$ cat config.mk
export PLATFORM = sky130hd
export DESIGN_NAME = fetch_stage_flat
export DESIGN_NICKNAME = d
export VERILOG_FILES = /design/src/rtl/fetch_pkg.sv /design/src/rtl/fetch_if.sv /design/src/rtl/fetch_skid_buf.sv /design/src/rtl/fetch_stage.sv /design/src/flat_wrapper.sv
export SDC_FILE = /design/constraint.sdc
export NUM_CORES = 1
export LEC_CHECK = 0
export BUFFER_PORTS_ARGS = -buffer_cell sky130_fd_sc_hd__buf_2
export CORE_MARGIN = 10
export CORE_UTILIZATION = 50
export CTS_BUF_LIST = sky130_fd_sc_hd__clkbuf_4
export CTS_CLUSTER_SIZE = 20
export DETAILED_ROUTE_END_ITERATION = 10
export PLACE_DENSITY_LB_ADDON = 0.12
export REMOVE_ABC_BUFFERS = 1
export SYNTH_ARGS = -nofsm -noshare
export SYNTH_HDL_FRONTEND = slang
export SYNTH_HIERARCHICAL = 1
export SYNTH_SLANG_ARGS = --single-unit
$ cat constraint.sdc
create_clock -name SysCLK -period 6.2 [get_ports SysCLK]
set_input_delay 0.93 -clock SysCLK [delete_from_list [all_inputs] [get_ports SysCLK]]
set_output_delay 0.93 -clock SysCLK [all_outputs]
set_load 0.02 [all_outputs]
$ cat src/rtl/fetch_pkg.sv
// fetch_pkg: shared widths, reset instruction and the
// fetch FSM state type for the instruction-fetch front end.
package fetch_pkg;

  localparam int ADDR_W  = 32;
  localparam int INSTR_W = 32;

  localparam logic [31:0] NOP_INSTR = 32'h0000_0000;

  typedef enum logic {
    BOOT,
    RUN
  } fetch_state_e;

endpackage

$ cat src/rtl/fetch_if.sv
// fetch_if: imem read port, decode stall/redirect inputs
// and the IF/ID output bundle of the fetch stage.
interface fetch_if #(
  parameter int AW = fetch_pkg::ADDR_W,
  parameter int IW = fetch_pkg::INSTR_W
);

  logic          imem_req;
  logic [AW-1:0] imem_addr;
  logic [IW-1:0] imem_rdata;
  logic          id_stall;
  logic          redirect_valid;
  logic [AW-1:0] redirect_pc;
  logic          if_id_valid;
  logic [IW-1:0] if_id_instr;
  logic [AW-1:0] if_id_pc;
  logic [AW-1:0] if_id_pc_plus4;

  modport master (
    output imem_req,
    output imem_addr,
    input  imem_rdata,
    input  id_stall,
    input  redirect_valid,
    input  redirect_pc,
    output if_id_valid,
    output if_id_instr,
    output if_id_pc,
    output if_id_pc_plus4
  );

  modport slave (
    input  imem_req,
    input  imem_addr,
    output imem_rdata,
    output id_stall,
    output redirect_valid,
    output redirect_pc,
    input  if_id_valid,
    input  if_id_instr,
    input  if_id_pc,
    input  if_id_pc_plus4
  );

endinterface

$ cat src/rtl/fetch_skid_buf.sv
// fetch_skid_buf: one-entry {valid, instr, pc} register.
// Priority: flush > load > unload. Data holds when emptied.
module fetch_skid_buf
  import fetch_pkg::*;
#(
  parameter int AW = ADDR_W,
  parameter int IW = INSTR_W
) (
  input  logic          clk_i,
  input  logic          rst_ni,
  input  logic          flush_i,
  input  logic          load_i,
  input  logic          unload_i,
  input  logic [IW-1:0] instr_i,
  input  logic [AW-1:0] pc_i,
  output logic          valid_o,
  output logic [IW-1:0] instr_o,
  output logic [AW-1:0] pc_o
);

  logic          valid_q, valid_d;
  logic [IW-1:0] instr_q;
  logic [AW-1:0] pc_q;

  // next valid: flush wins, then load, then unload
  always_comb begin
    valid_d = valid_q;
    unique case (1'b1)
      flush_i:  valid_d = 1'b0;
      load_i:   valid_d = 1'b1;
      unload_i: valid_d = 1'b0;
      default:  valid_d = valid_q;
    endcase
  end

  // entry register; payload only moves on load
  always_ff @(posedge clk_i or negedge rst_ni) begin
    if (!rst_ni) begin
      valid_q <= 1'b0;
      instr_q <= IW'(NOP_INSTR);
      pc_q    <= '0;
    end else begin
      valid_q <= valid_d;
      if (load_i && !flush_i) begin
        instr_q <= instr_i;
        pc_q    <= pc_i;
      end
    end
  end

  assign valid_o = valid_q;
  assign instr_o = instr_q;
  assign pc_o    = pc_q;

endmodule

$ cat src/rtl/fetch_stage.sv
// fetch_stage: PC owner, 1-cycle imem issue, skid + IF/ID.
// FETCH_PERF_EN adds perf_fetched/perf_squashed counters.
module fetch_stage
  import fetch_pkg::*;
#(
  parameter logic [ADDR_W-1:0] RESET_PC = '0,
  parameter int unsigned       PC_STEP  = 4
) (
  input  logic        SysCLK,
  input  logic        SysRST,
  fetch_if.master     bus
`ifdef FETCH_PERF_EN
  ,
  output logic [31:0] perf_fetched,
  output logic [15:0] perf_squashed
`endif
);

  localparam logic [ADDR_W-1:0] STEP = ADDR_W'(PC_STEP);

  fetch_state_e state_q, state_d;

  logic [ADDR_W-1:0] pc_q, pc_d;
  logic              infl_vld_q;
  logic [ADDR_W-1:0] infl_pc_q;

  logic redir, hold, issue, ret;

  logic               skid_vld, skid_ld, skid_unld;
  logic [INSTR_W-1:0] skid_instr;
  logic [ADDR_W-1:0]  skid_pc;

  logic               ifid_vld, ifid_ld, ifid_unld;
  logic [INSTR_W-1:0] ifid_instr, ifid_instr_d;
  logic [ADDR_W-1:0]  ifid_pc, ifid_pc_d;
  logic [ADDR_W-1:0]  plus4_q;

  assign redir = bus.redirect_valid;
  assign hold  = bus.id_stall && ifid_vld;
  assign ret   = infl_vld_q && !redir;
  assign issue = (state_q == RUN) && !skid_vld
               && !hold && !redir;

  // BOOT lasts exactly one edge after reset release
  always_comb begin
    state_d = state_q;
    unique case (state_q)
      BOOT:    state_d = RUN;
      RUN:     state_d = RUN;
      default: state_d = BOOT;
    endcase
  end

  // redirect beats sequential advance
  always_comb begin
    pc_d = pc_q;
    unique case (1'b1)
      redir:   pc_d = bus.redirect_pc;
      issue:   pc_d = pc_q + STEP;
      default: pc_d = pc_q;
    endcase
  end

  // IF/ID takes the older skid word first, else the return
  always_comb begin
    ifid_ld      = !redir && !hold && (skid_vld || ret);
    ifid_unld    = !redir && !hold && !skid_vld && !ret;
    ifid_instr_d = skid_vld ? skid_instr : bus.imem_rdata;
    ifid_pc_d    = skid_vld ? skid_pc    : infl_pc_q;
    skid_ld      = ret && (hold || skid_vld);
    skid_unld    = !redir && !hold && skid_vld && !ret;
  end

  // state, PC and the single in-flight request tag
  always_ff @(posedge SysCLK or negedge SysRST) begin
    if (!SysRST) begin
      state_q    <= BOOT;
      pc_q       <= RESET_PC;
      infl_vld_q <= 1'b0;
      infl_pc_q  <= '0;
    end else begin
      state_q    <= state_d;
      pc_q       <= pc_d;
      infl_vld_q <= issue;
      if (issue) infl_pc_q <= pc_q;
    end
  end

  // pc_plus4 is registered so it clears to 0 on reset
  always_ff @(posedge SysCLK or negedge SysRST) begin
    if (!SysRST) plus4_q <= '0;
    else if (ifid_ld) plus4_q <= ifid_pc_d + STEP;
  end

  fetch_skid_buf #(
    .AW (ADDR_W),
    .IW (INSTR_W)
  ) u_skid (
    .clk_i    (SysCLK),
    .rst_ni   (SysRST),
    .flush_i  (redir),
    .load_i   (skid_ld),
    .unload_i (skid_unld),
    .instr_i  (bus.imem_rdata),
    .pc_i     (infl_pc_q),
    .valid_o  (skid_vld),
    .instr_o  (skid_instr),
    .pc_o     (skid_pc)
  );

  fetch_skid_buf #(
    .AW (ADDR_W),
    .IW (INSTR_W)
  ) u_ifid (
    .clk_i    (SysCLK),
    .rst_ni   (SysRST),
    .flush_i  (redir),
    .load_i   (ifid_ld),
    .unload_i (ifid_unld),
    .instr_i  (ifid_instr_d),
    .pc_i     (ifid_pc_d),
    .valid_o  (ifid_vld),
    .instr_o  (ifid_instr),
    .pc_o     (ifid_pc)
  );

  assign bus.imem_req       = issue;
  assign bus.imem_addr      = pc_q;
  assign bus.if_id_valid    = ifid_vld;
  assign bus.if_id_instr    = ifid_instr;
  assign bus.if_id_pc       = ifid_pc;
  assign bus.if_id_pc_plus4 = plus4_q;

`ifdef FETCH_PERF_EN
  logic [31:0] fet_q;
  logic [15:0] sq_q;
  logic [1:0]  drop;
  logic [16:0] sq_sum;

  assign drop   = {1'b0, infl_vld_q} + {1'b0, skid_vld};
  assign sq_sum = {1'b0, sq_q} + 17'(drop);

  // saturating load and squash counters
  always_ff @(posedge SysCLK or negedge SysRST) begin
    if (!SysRST) begin
      fet_q <= '0;
      sq_q  <= '0;
    end else begin
      if (ifid_ld && fet_q != '1) fet_q <= fet_q + 32'd1;
      if (redir) sq_q <= sq_sum[16] ? '1 : sq_sum[15:0];
    end
  end

  assign perf_fetched  = fet_q;
  assign perf_squashed = sq_q;
`endif

endmodule

$ cat src/flat_wrapper.sv
// flat-port wrapper written by rule: the top's interface ports become plain ports
module fetch_stage_flat import fetch_pkg::*;
#(
  parameter logic [ADDR_W-1:0] RESET_PC = '0,
  parameter int unsigned       PC_STEP  = 4
)
  (SysCLK, SysRST, bus_imem_req, bus_imem_addr, bus_imem_rdata, bus_id_stall, bus_redirect_valid, bus_redirect_pc, bus_if_id_valid, bus_if_id_instr, bus_if_id_pc, bus_if_id_pc_plus4);
  fetch_if bus_i ();
  input  logic SysCLK;
  input  logic SysRST;
  output wire logic [$bits(bus_i.imem_req)-1:0] bus_imem_req;
  output wire logic [$bits(bus_i.imem_addr)-1:0] bus_imem_addr;
  input wire logic [$bits(bus_i.imem_rdata)-1:0] bus_imem_rdata;
  input wire logic [$bits(bus_i.id_stall)-1:0] bus_id_stall;
  input wire logic [$bits(bus_i.redirect_valid)-1:0] bus_redirect_valid;
  input wire logic [$bits(bus_i.redirect_pc)-1:0] bus_redirect_pc;
  output wire logic [$bits(bus_i.if_id_valid)-1:0] bus_if_id_valid;
  output wire logic [$bits(bus_i.if_id_instr)-1:0] bus_if_id_instr;
  output wire logic [$bits(bus_i.if_id_pc)-1:0] bus_if_id_pc;
  output wire logic [$bits(bus_i.if_id_pc_plus4)-1:0] bus_if_id_pc_plus4;
  assign bus_imem_req = bus_i.imem_req;
  assign bus_imem_addr = bus_i.imem_addr;
  assign bus_i.imem_rdata = bus_imem_rdata;
  assign bus_i.id_stall = bus_id_stall;
  assign bus_i.redirect_valid = bus_redirect_valid;
  assign bus_i.redirect_pc = bus_redirect_pc;
  assign bus_if_id_valid = bus_i.if_id_valid;
  assign bus_if_id_instr = bus_i.if_id_instr;
  assign bus_if_id_pc = bus_i.if_id_pc;
  assign bus_if_id_pc_plus4 = bus_i.if_id_pc_plus4;
  fetch_stage #(.RESET_PC(RESET_PC), .PC_STEP(PC_STEP)) u_core (.SysCLK(SysCLK), .SysRST(SysRST), .bus(bus_i));
endmodule
After elaboration in Yosys (flattened, before gate mapping) --
Cells that the tools add are included.
Cells by class: multiplexer cells 5, reduce and logical (&&, ||, !) cells 25, add/sub/neg operators 2
Operators by type and width (number):
- $add 32x3->32 const B | 2
- $mux 32 | 2
- $pmux 32 s2 | 1
- $logic_and 1x1->1 | 14
- $reduce_bool 2->1 | 3
- $logic_not 1->1 | 4
- $pmux 1 s2 | 2
- $reduce_or 2->1 | 2
- $logic_or 1x1->1 | 2
Word-level totals: bits in registers 228, logic and storage cells 43, output and inout bits 130, bits of input ports 68

Logic depth before layout (Yosys ltp) --
Gate-level depths: netlist (run 1).
depth after elaboration 7, mapped depth 12, gate-level depth less buffers 6

Cells and area by module --
Netlist (run 1), hierarchy kept.
By module, submodules not included:
- fetch_stage | cells each 664, instances 1, sequential area each 2452.4 um^2, area each 6002.0 um^2
- fetch_skid_buf | cells each 139, instances 2, sequential area each 1626.6 um^2, area each 2735.1 um^2

Worst setup path after synthesis (run 1) --
No wires, ideal clock.
kind reg-to-reg, start point register u_core.u_skid.valid_q (netlist: u_core/u_skid/valid_o), end point register u_core.plus4_q[24] (netlist: u_core/bus.if_id_pc_plus4[24]), data required time 6.108 ns, stages on the path, launching flop included 12, path slack 3.201 ns, arrival 2.908 ns, path buffers 5, cells stage by stage dfrtp_1 -> buf_2 -> buf_4 -> buf_2 -> buf_2 -> buf_2 -> mux2_2 -> ha_1 -> a21boi_1 -> nand4_4 -> o41a_1 -> o31ai_2
Between the ends: longest elaborated chain between the ends 2, elaborated cells between the ends (all ways) 4, classes of those cells add/sub (1); mux (1); reduce/logical (2)
Ends and longest elaborated chain:
- start, declared | RTL line fetch_skid_buf.sv:21 | logic valid_q, valid_d;
- start signal, assigned | RTL line fetch_skid_buf.sv:43 | valid_q <= valid_d;
- $mux 32 | RTL line fetch_stage.sv:69 | ifid_pc_d = skid_vld ? skid_pc : infl_pc_q;
- via u_core.ifid_pc_d[3] | RTL line fetch_stage.sv:35 | logic [ADDR_W-1:0] ifid_pc, ifid_pc_d;
- $add 32x3->32 | RTL line fetch_stage.sv:92 | else if (ifid_ld) plus4_q <= ifid_pc_d + STEP;
- end signal, assigned | RTL line fetch_stage.sv:92
- end, declared | RTL line fetch_stage.sv:36 | logic [ADDR_W-1:0] plus4_q;
The timed path passes the listed nets, and every way through them passes these cells. A chain may end at the register's enable or synchronous reset.

Worst setup path in the final report (run 1) --
start point register u_core.u_skid.valid_q (netlist: u_core/u_skid/valid_o), end point output bus_imem_req
Between the ends: longest elaborated chain between the ends 4
Ends and longest elaborated chain:
- $logic_not 1->1 | RTL line fetch_stage.sv:41 | assign issue = (state_q == RUN) && !skid_vld
- $logic_and 1x1->1 | RTL line fetch_stage.sv:41
- $logic_and 1x1->1 (2 in a row) | RTL line fetch_stage.sv:42 | && !hold && !redir;
- end, declared | RTL line flat_wrapper.sv:11 | output wire logic [$bits(bus_i.imem_req)-1:0] bus_imem_req;
Every way passes these cells.

==> impl_metrics.yaml, run 1 <==
run_status:
  status: "completed"
clock_network:
  clkSinkCount: 228
  postCtsSetupRepairBufs: 0
  cts_tree: "built"
  cts.path.max_buffers: 3
  clockRootBuffer: "clkbuf_4"
  clock_latency_ns: 0.63
  htreeDepth: 3
  cts_resized: 0
  hold_buffers: 0
  path_clk_slew_ns: 0.07
  numCtsBuffers: 66
route:
  drt_iter0_drc: 549
  via_count: 7990
  routedWlPerCell_um: 18.5
  drcViolationCount: 0
  dr.pass1.iters: 4
  via_per_inst: 5.36
  finalWirelength_mm: 27.6
  ant_nets: 0
yosys:
  synth_top_area_frac: 0.497
  yosysTopAreaCell: "dfrtp_1"
  synth-seq-area-share: 0.497
  synth_edf_count: 0
  synth.area.mux_share: 0.233
  syn_area_sq_um: 11500
  synth-xor-area-share: 0.0237
  synth_compound_area_frac: 0.0599
  yosys_register_bits: 228
  synth.distinct_cells: 70
  synthAdderAreaFrac: 0.00218
  synthSimpleGateAreaFrac: 0.137
  synth_area_leaders: "dfrtp_1 (50%), mux2_4 (16%), mux2_2 (6.1%), nand2_1 (5.3%), buf_12 (2.4%)"
  ys.flop_type: "dfrtp_1"
  synth.most_common_cell: "dfrtp_1"
  synth_commonest_cells: "dfrtp_1 (228), nand2_1 (161), mux2_4 (120), mux2_2 (62), o21ai_0 (39)"
  async_reset_ff_frac: 1.00
  syn_inst: 942
  avgSynthCellArea_sq_um: 12.2
  synth_top_family_by_area: "multiplexers"
  yosys_warnings: 6
sta:
  worstMarginPinSlew_ns: 0.875
  setup_viol: 0
  slew-limit-headroom: 0.416
  hold_violations: 0
  rsz0062_at_grt: "no"
  period_needed_ns: 3.86
  fin_crit_sh: 0.623
  tns_ns: 0
  slew_viol_final: 0
  finalClockSkew_ns: 0.0285
  timing.fmax_mhz: 259
layout:
  stdcell_count: 1492
  final_util: 0.585
  nets: 1236
  areaGrowthSynthToFinish_pct: 15.4
  drive_gt1_frac: 0.419
setup_path:
  end_kind: "primary output"
  critPathSlowestCell: "inv_1"
  critPathRequiredTime_ns: 5.27
  critical_path.cell_chain: "a21oi_1 > nand3_1 > buf_4 > inv_1 > buf_2"
  worst-setup-path-type: "reg2out"
  arrival_ns: 2.93
  startpoint_type: "register"
  r2r_cells: 7
  max_stage_delay_ns: 0.67
  critPathMaxFanout: 36
global_routing:
  grt_start_max_net_pins: 130
  gr-total-overflow: 0
  antenna_found_initial: 1
  grt_pass1_vias: 8155
  grt_usage: 0.189
  grt_pass1_wl_mm: 44.4
floorplan:
  die_h_um: 171
  start_util: 0.507
  core.rowCount: 55
  coreArea_sq_um: 22600
  die_x_um: 171
  ios: 198
  die-area_sq_um: 29400
power_and_ir_drop:
  p_leak_nw: 6.43
  p_total_mw: 4.22
  irDropWorstVdd_v: 0.000162
  power_density_nw_per_um2: 319
worst_hold_path:
  hp-class: "in2async"
placed_design:
  dp_hpwl_mm: 18.8
  dpl.cell_count: 1383
  routabilityCongestion: 0.805
  io_buffer_count: 197
run:
  drv_cap: 0
[flip-flops by register name (all words and copies together) (netlist names)]
name and cells:
u_core/bus.imem_addr 32, u_core/u_skid/instr_o 32, u_core/u_skid/valid_o 1, u_core/state_q 1, u_core/u_ifid/pc_o 32, u_core/bus.if_id_pc_plus4 32, u_core/infl_pc_q 32, u_core/u_ifid/valid_o 1
u_core/u_skid/pc_o 32, u_core/infl_vld_q 1, u_core/u_ifid/instr_o 32
[path summary, 6_finish.rpt]
check                                                           from                                         to  slack (ns)
max                                u_core/u_skid/valid_o$_DFFE_PN0P_                               bus_imem_req        2.34
min                                                           SysRST      u_core/u_ifid/instr_o[10]$_DFFE_PN0P_        0.30
min reg2reg                u_core/bus.if_id_pc_plus4[16]$_DFFE_PN0P_  u_core/bus.if_id_pc_plus4[16]$_DFFE_PN0P_        0.47
max reg2reg                        u_core/u_skid/valid_o$_DFFE_PN0P_  u_core/bus.if_id_pc_plus4[24]$_DFFE_PN0P_        2.67
min in group SysCLK        u_core/bus.if_id_pc_plus4[16]$_DFFE_PN0P_  u_core/bus.if_id_pc_plus4[16]$_DFFE_PN0P_        0.47
max in group asynchronous                                     SysRST         u_core/u_skid/pc_o[31]$_DFFE_PN0P_        4.73
[worst max-delay path: cells and delay by family, from the launching register on]
family                 cells  cell delay (ns)
AO/OA/AOI/OAI              1             0.27
buffers and inverters      3             1.24
flip-flops                 1             0.66
AND/OR/NAND/NOR            1             0.11
[metal layers]
layer,vias to the layer above,global-route usage,part of all wire,wire length (um)
met5,-,0,0,0
met4,0,0.0711,0.025,678
met3,58,0.0516,0.074,2040
met2,258,0.271,0.43,11800
met1,3837,0.265,0.47,13000
li1,3837,-,-,-
[where the power goes]
part	total, mW	switching (mW)	leakage [nW]	internal (mW)
registers	1.90	0.179	2.92	1.72
logic	0.982	0.559	3.04	0.423
clock network	1.33	0.613	0.475	0.719
[metrics by stage]
stage / hold WS (ns) / setup slack [ns] / area (sq um)
floorplan: 0.459 / 0.556 / 11000
finish: 0.298 / 2.34 / 13200
CTS: 0.294 / 2.24 / 13200
global route: 0.326 / 2.00 / 13200
global placement: 0.460 / 2.59 / 12500
detailed placement: 0.466 / 2.52 / 12500
[cell families after synthesis]
family	after synthesis
XOR/XNOR	31
flip-flops	228
other	1
AO/OA/AOI/OAI	98
AND/OR/NAND/NOR	314
multiplexers	199
buffers and inverters	69
adder cells (fa/ha/maj)	2
[final cells by class]
cell class              instances  area [sq um]
fillers                      1982          9400
flip-flops and latches        228          5710
multi-input cells             645          5240
repair buffers                205          1080
clock buffers                  99           743
well taps                     285           357
inverters                      20          75.1
clock inverters                 9          33.8
diodes                          1          2.50
[cell usage in the layout, fill, tap and decap left out, drive strengths merged, types with 6 or more instances in the layout]
cell / synthesis / routed
dfrtp: 228 / 228
buf: 32 / 205
mux2: 183 / 183
nand2: 161 / 161
clkbuf: 17 / 99
o21ai: 41 / 41
nand3: 38 / 38
inv: 19 / 21
nor2: 18 / 18
xor2: 18 / 18
nand4: 18 / 18
mux2i: 16 / 16
nor3: 16 / 16
xnor2: 13 / 13
and3: 10 / 10
nand3b: 9 / 9
clkinv: 1 / 8
nor4: 8 / 8
o31ai: 8 / 8
a21oi: 7 / 7
a221o: 6 / 6
or4: 6 / 6
a22oi: 6 / 6
Power figures use the tool's default switching activity.
==> run 2, diff against run 1 <==
==> constraint.sdc (replaced) <==
create_clock -name SysCLK -period 3.3 [get_ports SysCLK]
set_input_delay 0.495 -clock SysCLK [delete_from_list [all_inputs] [get_ports SysCLK]]
set_output_delay 0.495 -clock SysCLK [all_outputs]
set_load 0.02 [all_outputs]
==> impl_metrics.yaml, run 2 (synthesized netlist as in run 1, its figures left out) <==
clock_network:
  clock_latency_ns: 0.64
  clkSinkCount: 228
  clockRootBuffer: "clkbuf_4"
  htreeDepth: 3
  path_clk_slew_ns: 0.07
  numCtsBuffers: 66
  cts.path.max_buffers: 3
  postCtsSetupRepairBufs: 0
  cts_tree: "built"
floorplan:
  die-area_sq_um: 29400
  start_util: 0.507
  core.rowCount: 55
  ios: 198
  die_x_um: 171
  coreArea_sq_um: 22600
  die_h_um: 171
route:
  drt_iter0_drc: 488
  drcViolationCount: 0
  dr.pass1.iters: 6
  routedWlPerCell_um: 18.2
  via_count: 8017
  via_per_inst: 5.32
  ant_nets: 0
  finalWirelength_mm: 27.4
sta:
  rsz0062_at_grt: "no"
  period_needed_ns: 2.66
  hold_violations: 0
  worstMarginPinSlew_ns: 0.673
  setup_viol: 0
  slew_viol_final: 0
  timing.fmax_mhz: 376
  whs_ns: 0.0682
  slew-limit-headroom: 0.551
  fin_crit_sh: 0.806
  tns_ns: 0
  final.setup.worst_slack_ns: 0.641
  finalClockSkew_ns: 0.0369
global_routing:
  grt_util_met2: 0.273
  grt_usage: 0.187
  grtUsageMet1: 0.261
  gr-total-overflow: 0
  grt_pass1_wl_mm: 44.2
  met3_usage: 0.0573
  grt_pass1_vias: 8207
  grt_start_max_net_pins: 94
  busiest_layer: "met2"
  antenna_found_initial: 1
power_and_ir_drop:
  irDropWorstVdd_v: 0.000227
  p_leak_nw: 6.49
  power_density_nw_per_um2: 592
layout:
  layout_commonest_cell: "dfrtp_1"
  fin_area_sq_um: 13400
  stdcell_count: 1506
  drive_gt1_frac: 0.419
  nets: 1246
  layout_common_cells: "dfrtp_1 (227), buf_2 (196), nand2_1 (161), mux2_4 (120), clkbuf_4 (95)"
  areaGrowthSynthToFinish_pct: 16.4
placed_design:
  place_ws_ns: 0.649
  dpl.cell_count: 1392
  postPlaceCellArea_sq_um: 12600
  io_buffer_count: 197
  dp_hpwl_mm: 19.0
  routabilityCongestion: 0.811
setup_path:
  max_stage_delay_ns: 0.51
  critPathMaxFanout: 93
  end_kind: "register"
  critPathSlowestCell: "dfrtp_4"
  critical_path.cell_chain: "buf_12 > nand3_1 > a22oi_4 > nand4_4 > o311a_1 > a221o_1"
  worst-setup-path-type: "reg2reg"
  startpoint_type: "register"
  r2r_cells: 6
  arrival_ns: 3.17
  critPathRequiredTime_ns: 3.81
run_status:
  status: "completed"
run:
  drv_cap: 0
worst_hold_path:
  hp-class: "in2reg"
  hold_path_depth: 3
## run 2: path summary, 6_finish.rpt
| check | slack, ns | startpoint | end |
|---|---|---|---|
| max | 0.64 | u_core/u_skid/valid_o$_DFFE_PN0P_ | u_core/bus.if_id_pc_plus4[23]$_DFFE_PN0P_ |
| min | 0.07 | bus_redirect_pc[9] | u_core/bus.imem_addr[9]$_DFFE_PN0P_ |
| max reg2reg | 0.64 | u_core/u_skid/valid_o$_DFFE_PN0P_ | u_core/bus.if_id_pc_plus4[23]$_DFFE_PN0P_ |
| min reg2reg | 0.47 | u_core/bus.if_id_pc_plus4[3]$_DFFE_PN0P_ | u_core/bus.if_id_pc_plus4[3]$_DFFE_PN0P_ |
| max in group asynchronous | 2.00 | SysRST | u_core/u_skid/pc_o[27]$_DFFE_PN0P_ |
| min in group asynchronous | 0.42 | SysRST | u_core/u_ifid/instr_o[8]$_DFFE_PN0P_ |
## run 2: per-layer routing
| metal | vias up | wire, um |
|---|---|---|
| met5 | - | 0 |
| met4 | 0 | 472 |
| met3 | 43 | 1980 |
| met2 | 239 | 11800 |
| met1 | 3857 | 13100 |
| li1 | 3878 | - |
## run 2: power by group
group | switching [mW] | internal [mW]
Combinational | 1.04 | 0.804
Clock | 1.15 | 1.31
Sequential | 0.347 | 3.24
## run 2: timing repair
action / CTS / global route
hold endpoints to repair: 78 / 0
setup endpoints to repair: 0 / 0
hold buffers: 1 / 0
gates resized for setup: 0 / 0
## run 2: metrics by stage
| stage | power, mW | util |
|---|---|---|
| 2_1_floorplan | 4.74 | - |
| 3_3_place_gp | 5.48 | 0.555 |
| 3_5_place_dp | 5.51 | 0.555 |
| 4_1_cts | 8.04 | 0.590 |
| 5_1_grt | 8.41 | 0.590 |
| 6_report | 7.90 | 0.590 |
## run 2: layout make-up
| cell class | count | area [sq um] |
|---|---|---|
| Timing Repair Buffer | 215 | 1200 |
| Sequential cell | 228 | 5710 |
| Multi-Input combinational cell | 645 | 5240 |
| Inverter | 20 | 75.1 |
| Clock buffer | 95 | 713 |
| Antenna cell | 1 | 2.50 |
| Fill cell | 1951 | 9290 |
| Tap cell | 285 | 357 |
| Clock inverter | 17 | 65.1 |
## run 2: worst max-delay path, delay by kind of cell, from the launching register on
family	cells	cell delay [ns]
AND/OR/NAND/NOR	2	0.51
AO/OA/AOI/OAI	3	1.08
flip-flops	1	0.51
buffers and inverters	1	0.39
